**src/rtl/uart_rx_framed.sv**
```systemverilog
// 8N1 UART receiver with mid-bit sampling, framing-error/break handling and a
// single-entry valid/ready holding register that reports overruns.
module uart_rx_framed #(
    parameter int CLKFREQ = 12000000,
    parameter int BAUD    = 115200
) (
    input  logic       clk,
    input  logic       rst_n,
    input  logic       rx,
    output logic [7:0] m_data,
    output logic       m_valid,
    input  logic       m_ready,
    output logic       frame_err,
    output logic       overrun,
    output logic       busy
);

    localparam int DIV  = CLKFREQ / BAUD;
    localparam int HALF = (DIV - 1) / 2;
    localparam int CW   = (DIV > 1) ? $clog2(DIV) : 1;

    typedef enum logic [2:0] {
        S_IDLE,
        S_START,
        S_DATA,
        S_STOP,
        S_BREAK
    } state_e;

    state_e          state_q, state_d;
    logic [CW-1:0]   cnt_q, cnt_d;
    logic [2:0]      bit_q, bit_d;
    logic [7:0]      shift_q, shift_d;
    logic [7:0]      m_data_q, m_data_d;
    logic            m_valid_q, m_valid_d;
    logic            frame_err_q, frame_err_d;
    logic            overrun_q, overrun_d;
    logic            rx_meta_q, rx_s_q;
    logic            deliver;

    // NOTE: every output of this block gets a default first so no path can infer a latch.
    always_comb begin
        state_d     = state_q;
        cnt_d       = cnt_q + CW'(1);
        bit_d       = bit_q;
        shift_d     = shift_q;
        m_data_d    = m_data_q;
        m_valid_d   = m_valid_q;
        frame_err_d = 1'b0;
        overrun_d   = 1'b0;
        deliver     = 1'b0;

        if (m_valid_q && m_ready) begin
            m_valid_d = 1'b0;
        end

        unique case (state_q)
            S_IDLE: begin
                cnt_d = '0;
                if (!rx_s_q) begin
                    state_d = S_START;
                end
            end
            S_START: begin
                if (cnt_q == CW'(HALF)) begin
                    cnt_d   = '0;
                    bit_d   = '0;
                    state_d = rx_s_q ? S_IDLE : S_DATA;
                end
            end
            S_DATA: begin
                if (cnt_q == CW'(DIV - 1)) begin
                    cnt_d          = '0;
                    shift_d[bit_q] = rx_s_q;
                    if (bit_q == 3'd7) begin
                        state_d = S_STOP;
                    end else begin
                        bit_d = bit_q + 3'd1;
                    end
                end
            end
            S_STOP: begin
                if (cnt_q == CW'(DIV - 1)) begin
                    cnt_d = '0;
                    if (rx_s_q) begin
                        deliver = 1'b1;
                        state_d = S_IDLE;
                    end else begin
                        frame_err_d = 1'b1;
                        state_d     = S_BREAK;
                    end
                end
            end
            S_BREAK: begin
                cnt_d = '0;
                if (rx_s_q) begin
                    state_d = S_IDLE;
                end
            end
            default: begin
                cnt_d   = '0;
                state_d = S_IDLE;
            end
        endcase

        // A transfer in the same cycle frees the slot, so the new byte may load.
        if (deliver) begin
            if (!m_valid_q || m_ready) begin
                m_data_d  = shift_q;
                m_valid_d = 1'b1;
            end else begin
                overrun_d = 1'b1;
            end
        end
    end

    // NOTE: sequential state uses non-blocking assignments only, so every flop sees pre-edge values.
    always_ff @(posedge clk) begin
        if (!rst_n) begin
            state_q     <= S_IDLE;
            cnt_q       <= '0;
            bit_q       <= '0;
            shift_q     <= '0;
            m_data_q    <= 8'h00;
            m_valid_q   <= 1'b0;
            frame_err_q <= 1'b0;
            overrun_q   <= 1'b0;
            rx_meta_q   <= 1'b1;
            rx_s_q      <= 1'b1;
        end else begin
            state_q     <= state_d;
            cnt_q       <= cnt_d;
            bit_q       <= bit_d;
            shift_q     <= shift_d;
            m_data_q    <= m_data_d;
            m_valid_q   <= m_valid_d;
            frame_err_q <= frame_err_d;
            overrun_q   <= overrun_d;
            rx_meta_q   <= rx;
            rx_s_q      <= rx_meta_q;
        end
    end

    assign m_data    = m_data_q;
    assign m_valid   = m_valid_q;
    assign frame_err = frame_err_q;
    assign overrun   = overrun_q;
    assign busy      = (state_q != S_IDLE);

endmodule

```
**config.mk**
```make
export PLATFORM = sky130hd
export DESIGN_NAME = uart_rx_framed
export DESIGN_NICKNAME = d
export VERILOG_FILES = /design/src/rtl/uart_rx_framed.sv
export SDC_FILE = /design/constraint.sdc
export NUM_CORES = 1
export LEC_CHECK = 0
export CORE_AREA = 2 2 63 65
export CTS_CLUSTER_SIZE = 14
export DETAILED_ROUTE_END_ITERATION = 10
export DIE_AREA = 0 0 65 67
export PLACE_DENSITY = 0.71
export SKIP_CTS_REPAIR_TIMING = 1
export SYNTH_ARGS = -nofsm -noshare
export SYNTH_HDL_FRONTEND = slang
export SYNTH_SLANG_ARGS = --single-unit
```
**constraint.sdc**
```tcl
create_clock -name clk -period 5.5 [get_ports clk]
set_input_delay 0.825 -clock clk [delete_from_list [all_inputs] [get_ports clk]]
set_output_delay 0.825 -clock clk [all_outputs]
set_load 0.02 [all_outputs]
```
* Yosys cells after proc, flatten, opt, wreduce, memory -nomap -nowiden
Cells that the tools add are included.
Operators by class: $add $sub $neg 2, magnitude comparators 2, equal/unequal tests 14, mux-type cells 27, reductions and logical operators 14
Operators by type and width (count):
- 3-bit 2-to-1 mux | 10
- 3-bit case mux with 5 select lines | 1
- 7-bit 2-to-1 mux | 2
- 2-bit != test (second input constant) | 7
- 7-bit case mux with 2 select lines | 1
- 1-bit 2-to-1 mux | 9
- 8-bit bitwise mux | 1
- 7-bit by 1-bit adder with 7-bit output (second input constant) | 1
- 7-bit by 6-bit equality test with 1-bit output (second input constant) | 1
- 7-bit equality test (second input constant) | 1
- 3-bit by 2-bit equality test with 1-bit output (second input constant) | 2
- 3-bit equality test (second input constant) | 2
- 3-bit case mux with 2 select lines | 1
- 2-bit AND reduction | 3
- 6-bit AND reduction | 1
- 3-bit by 4-bit less-than comparator with 1-bit output (second input constant) | 1
- 4-bit AND reduction | 1
- 3-bit by 1-bit adder with 3-bit output (second input constant) | 1
- 1-bit demux with 3-bit select | 1
- 3-bit by 1-bit equality test with 1-bit output (second input constant) | 1
- 3-bit by 1-bit >= comparator with 1-bit output (second input constant) | 1
- 3-bit logical NOT | 1
- 3-bit AND reduction | 1
- 3-bit nonzero test | 1
- 6 further kinds | 7
Storage, ports and cells: bits in registers 34, input bits 4

* Longest topological paths before layout
Gate-level depths: netlist of run 1.
depth in word-level cells 5, gate-level depth with buffers 6

* Worst setup path before layout of run 1
Ideal clock, no wire load.
path type flip-flop to flip-flop, start point register cnt_q[0], end point register state_q[1], setup time 0.070 ns, arrival 1.662 ns, data required time 5.430 ns, path slack 3.768 ns, cell stages (with the launch flop) 6, path buffers 0, cell sequence dfxtp_1 ha_1 nand3b_4 or4_4 or3_1 a21oi_1
On the way: word-level cells in the longest chain between the ends 3, elaborated cells between the ends (all ways) 6, those cells by class 5 x eq/ne; 1 x reduce/logical
RTL lines:
- start: declaration | line 31 | logic [CW-1:0] cnt_q, cnt_d;
- start signal: assignment | line 132 | cnt_q <= cnt_d;
- 7-bit equality test / 7-bit by 6-bit equality test with 1-bit output (equally long branches) | line 72, 83, 65
- 2-bit != test (no source line)
- 6-bit AND reduction (no source line) *
- end signal: assignment | line 131 | state_q <= state_d;
- end: declaration | line 30 | state_e state_q, state_d;
Mark *: on every way between the ends. The rest lies on a longest branch, timed or not. A chain may end at the register's enable or synchronous reset.

* Worst setup path in the final report of run 1
start point register state_q[1], end point output port busy
On the way: word-level cells in the longest chain between the ends 1
RTL lines:
- 3-bit nonzero test | line 148 | assign busy = (state_q != S_IDLE);
- end: declaration | line 15 | output logic busy
No other way between the ends.

==> results_dict.tcl, run 1 <==
set metrics [dict create \
    synth_top_family_by_area "simple AND/OR/NAND/NOR gates" \
    rows 22 \
    cts_max_level 2 \
    regArea_um2 681 \
    area_growth_pct 14.6 \
    yosys.area_share.simple 0.284 \
    grt_start_max_net_pins 20 \
    overflow 0 \
    vias_per_cell 5.39 \
    yosysSeqAreaShare 0.428 \
    synth_top_area_frac 0.428 \
    ys_top_cells_by_area "dfxtp_1 43%, nand3_1 6.6%, a21oi_1 6.0%, o21ai_0 5.0%, nor2_1 3.1%" \
    clkTransAtPathRegs_ns 0.06 \
    maxCapViolCount 0 \
    yosysUniqueCellTypes 41 \
    end_kind "primary output" \
    cts_made_buffers 5 \
    synthMuxAreaShare 0.0126 \
    timing.setup.tns_ns 0 \
    powerDensity_nw_per_um2 245 \
    portBuffers 15 \
    r2r_slack_ns 3.60 \
    hp-class "reg2reg" \
    cp.arrival_ns 1.59 \
    rsz0062_at_grt "false" \
    fmax_mhz 414 \
    finalCritPeriodShare 0.439 \
    slew_violations 0 \
    antenna_found_initial 0 \
    fillers 357 \
    drive_gt1_frac 0.0718 \
    ant_nets 0 \
    initial_core_util 0.441 \
    hold_viol 0 \
    syn_area_per_cell_um2 8.69 \
    core_um2 3610 \
    cts_tree "yes" \
    status "finished, final reports clean" \
    die_h_um 67 \
    drc 0 \
    cp-start-kind "register" \
    grt_use_total 0.146 \
    synth-seq-cells 34 \
    path_cells "or3_1, clkdlybuf4s50_1" \
    synth_edf_count 0 \
    path_class "reg2out" \
    path_max_fanout 13 \
    cts_root_buf "clkbuf_8" \
    finClkSkew_ns 0.00462 \
    multiInputGateArea_um2 825 \
    synth_xor_area_frac 0.0275 \
    worst-slew-pin-transition_ns 0.767 \
    slowest_stage "clkdlybuf4s50_1" \
    nets 201 \
    clockBufferDepth 2 \
    finalWeightedCongestion 0.809 \
    post-place-cells 235 \
    required_ns 4.68 \
    max-slew-margin-rel 0.487 \
    p_leak_nw 0.625 \
    grt_pass1_vias 1068 \
    via_count 1310 \
    yosysWarningCount 0 \
    async_reset_ff_frac 0 \
    dieWidth_um 65 \
    syn_area_um2 1590 \
    grt_pass1_wl_mm 4.79 \
    hpwlAfterDp_mm 2.05 \
    drt_iter0_drc 50 \
    wl_per_cell_um 11.6 \
    synthCells 183 \
    cpPeakStageDelay_ns 0.54 \
    finalCriticalPeriod_ns 2.41 \
    diodes 0 \
    wl_mm 2.82 \
    synth-compound-area-share 0.171 \
    clk_latency_ns 0.28 \
    yosysTopAreaCell "dfxtp_1" \
    syn_nets 190 \
    clkSinkCount 34 \
    io_pins 16 \
    ys.flop_type "dfxtp_1" \
    first_pass_iters 4 \
    dieArea_um2 4360 \
    synth_adder_area_share 0.0236 \
    setup_viol 0 \
    fin_cells 243 \
    ir_worst_vdd_uv 173 \
]
-- cells by family after synthesis --
logic type | count (synthesis)
AOI/OAI and AO/OA | 47
xor gates and xnor gates | 5
adders and majority gates | 3
buffers and inverters | 15
DFF | 34
muxes | 2
and+or+nand+nor | 77
-- cells in the final DEF (no fill, tap or decap), drive strengths merged, types with 2 or more instances in the layout --
master | netlist | routed
nand3b | 2 | 2
nand3 | 21 | 21
or4 | 3 | 3
xor2 | 2 | 2
clkinv | 1 | 2
mux2i | 2 | 2
nand4 | 4 | 4
or3 | 2 | 2
clkbuf | 8 | 7
ha | 3 | 3
nand2 | 7 | 7
clkdlybuf4s50 | 0 | 15
dfxtp | 34 | 34
nor2 | 13 | 13
and3 | 5 | 5
nor3 | 3 | 3
and3b | 2 | 2
xnor2 | 3 | 3
nor2b | 4 | 4
a21oi | 19 | 19
nand2b | 7 | 7
o21ai | 16 | 16
o31ai | 4 | 4
a211oi | 2 | 2
inv | 3 | 3
-- layout make-up --
cell class | count | area share
Tap cell | 48 | 0.0330
Multi-Input combinational cell | 134 | 0.453
Clock inverter | 1 | 0.00275
Clock buffer | 7 | 0.0474
Timing Repair Buffer | 15 | 0.0824
Sequential cell | 34 | 0.374
Inverter | 4 | 0.00824
-- cell usage after synthesis (2+ instances only) --
cell type	n
o31ai_1	4
nand2b_1	7
nor3_1	2
nor2b_1	4
or4_4	2
nand2_1	7
dfxtp_1	34
o21ai_0	16
nor2_1	13
inv_1	3
or3_1	2
clkbuf_1	7
ha_1	3
mux2i_1	2
nand4_1	4
and3_1	5
nand3_1	21
buf_6	2
a21oi_1	19
a211oi_1	2
xnor2_1	3
xor2_1	2
-- critical path: cells and delay by family (launching register included) --
family                 cells  cell delay [ns]
DFF                        1             0.42
and+or+nand+nor            1             0.35
buffers and inverters      1             0.54
-- layer usage --
metal | track usage | wire length, um
met1 | 0.177 | 1390
met2 | 0.224 | 1260
met3 | 0.0473 | 103
met4 | 0.0851 | 71
met5 | 0 | 0
-- flip-flops by register name, indices dropped and copies added (netlist names) --
register,flops
shift_q,8
rx_meta_q,1
cnt_q,7
m_valid,1
bit_q,3
overrun,1
m_data,8
frame_err,1
state_q,3
rx_s_q,1
-- power breakdown --
| group | leakage (nW) | switching [mW] | internal, mW |
|---|---|---|---|
| Combinational | 0.303 | 0.00677 | 0.00458 |
| Clock | 0.0482 | 0.0837 | 0.101 |
| Sequential | 0.274 | 0.00242 | 0.248 |
| Total | 0.625 | 0.0929 | 0.353 |
-- final timing paths --
| check | from | end | cells after the start |
|---|---|---|---|
| setup / recovery | state_q[1]$_SDFFE_PN0P_ | busy | 2 |
| hold / removal | rx_meta_q$_SDFF_PN1_ | rx_s_q$_SDFF_PN1_ | 1 |
| setup reg to reg | cnt_q[0]$_SDFF_PN0_ | state_q[0]$_SDFFE_PN0P_ | 5 |
| hold reg to reg | rx_meta_q$_SDFF_PN1_ | rx_s_q$_SDFF_PN1_ | 1 |
-- stage by stage --
| step | worst slack [ns] | hold slack, ns | area (um^2) | power, mW | util |
|---|---|---|---|---|---|
| after floorplan | 3.77 | 0.386 | 1590 | 0.264 | - |
| final | 3.09 | 0.409 | 1820 | 0.446 | 0.505 |
| after CTS | 3.08 | 0.413 | 1820 | 0.453 | 0.505 |
| after global placement | 3.01 | 0.391 | 1730 | 0.267 | 0.480 |
| after detailed placement | 3.00 | 0.396 | 1730 | 0.267 | 0.480 |
| after global routing | 3.03 | 0.439 | 1820 | 0.464 | 0.505 |
Note: power is estimated with default switching activity, not from simulation.
==> run 2: changes to the inputs <==
- clock period: 5.5 -> 2.5 ns (I/O delays scaled with it)
==> results_dict.tcl, run 2 (synthesis results as in run 1) <==
set metrics [dict create \
    status "finished, final reports clean" \
    grt_pass1_wl_mm 5.43 \
    cts_root_buf "clkbuf_8" \
    diodes 0 \
    hp-class "reg2reg" \
    grt_pass1_vias 1196 \
    powerDensity_nw_per_um2 537 \
    cp-start-kind "register" \
    io_pins 16 \
    antenna_found_initial 0 \
    fmax_mhz 507 \
    nets 204 \
    ir_worst_vdd_uv 441 \
    cts_tree "yes" \
    power.switching_mw 0.214 \
    die_h_um 67 \
    clkSinkCount 34 \
    grt_start_max_net_pins 20 \
    clk_latency_ns 0.29 \
    p_leak_nw 0.641 \
    cp.arrival_ns 1.60 \
    rsz0062_at_grt "false" \
    cp-startpoint "state_q[0]$_SDFFE_PN0P_" \
    first_pass_iters 4 \
    ant_nets 0 \
    grt_use_total 0.167 \
    wl_mm 3.02 \
    worst-slew-pin-transition_ns 0.537 \
    maxCapViolCount 0 \
    worst_slack_ns 0.528 \
    finalWeightedCongestion 0.857 \
    hold_viol 0 \
    slew_violations 0 \
    max-slew-margin-rel 0.640 \
    final_common_cell "dfxtp_1" \
    via_count 1325 \
    reg2reg_from "cnt_q[0]$_SDFF_PN0_" \
    p_seq_frac 0.555 \
    total_power_mw 0.991 \
    drt_iter0_drc 55 \
    hpwlAfterDp_mm 2.09 \
    timing.setup.tns_ns 0 \
    initial_core_util 0.441 \
    r2r_slack_ns 0.63 \
    cts_max_level 2 \
    vias_per_cell 5.39 \
    clkTransAtPathRegs_ns 0.06 \
    portBuffers 15 \
    clockBufferDepth 2 \
    clkPwrFrac 0.418 \
    holdCritStartpoint "rx_meta_q$_SDFF_PN1_" \
    required_ns 2.12 \
    wl_met2_mm 1.32 \
    core_um2 3610 \
    finalCritPeriodShare 0.789 \
    finClkSkew_ns 0.00280 \
    area_growth_pct 16.0 \
    wl_met3_um 130 \
    dieWidth_um 65 \
    path_class "reg2out" \
    end_kind "primary output" \
    path_max_fanout 9 \
    top_layer_used "met4" \
    wl_per_cell_um 12.3 \
    fin_util 0.511 \
    p_sw_frac 0.216 \
    overflow 0 \
    final_cell_mix "34 x dfxtp_1, 21 x nand3_1, 19 x a21oi_1" \
    finalCriticalPeriod_ns 1.97 \
    wl_met1_mm 1.50 \
    rows 22 \
    post-place-ws_ns 0.646 \
    dieArea_um2 4360 \
    drc 0 \
    p_int_mw 0.777 \
    cts_made_buffers 5 \
    comb_power_share 0.028 \
    drive_gt1_frac 0.0859 \
    setup_viol 0 \
]
## run 2: cell count changes in the layout (fill, tap and decap cells not counted), sizes merged
cell,change
buf,+3
## run 2: worst paths after layout
| check | end | cells past startpoint |
|---|---|---|
| worst max-delay path | busy | 2 |
| worst min-delay path | rx_s_q$_SDFF_PN1_ | 1 |
| worst max register to register | bit_q[1]$_SDFFE_PN0P_ | 5 |
| worst min register to register | rx_s_q$_SDFF_PN1_ | 1 |
## run 2: stage by stage
stage               cell area (um^2)  instances  hold slack, ns
global route                    1840        246           0.456
finish                          1840        246           0.417
floorplan                       1590        183           0.386
global placement                1750        238           0.393
detailed placement              1750        238           0.409
CTS                             1840        246           0.430
## run 2: layer usage
layer  GRT usage  up-vias
met1       0.208      599
met4      0.0931        0
li1            -      689
met5           0        -
met2       0.255       31
met3      0.0507        6
## run 2: power by group through the flow
stage                     sequential, mW  clock (mW)  combinational [mW]
after floorplan                    0.558           0              0.0216
after global routing               0.551       0.447              0.0305
after detailed placement           0.562           0              0.0275
after global placement             0.562           0              0.0273
after CTS                          0.550       0.425              0.0276
final                              0.550       0.414              0.0273
## run 2: cell type report
cell class,instances,area [um^2]
clock buffers,7,86.3
clock inverters,1,5.00
fillers,359,1760
inverters,4,15.0
multi-input cells,134,825
flip-flops and latches,34,681
well taps,48,60.1
repair buffers,18,173
## run 2: worst max-delay path, stage by stage (launching register included)
cell             delay (ns)
dfxtp_1                0.40
or3_1                  0.37
clkdlybuf4s50_1        0.54
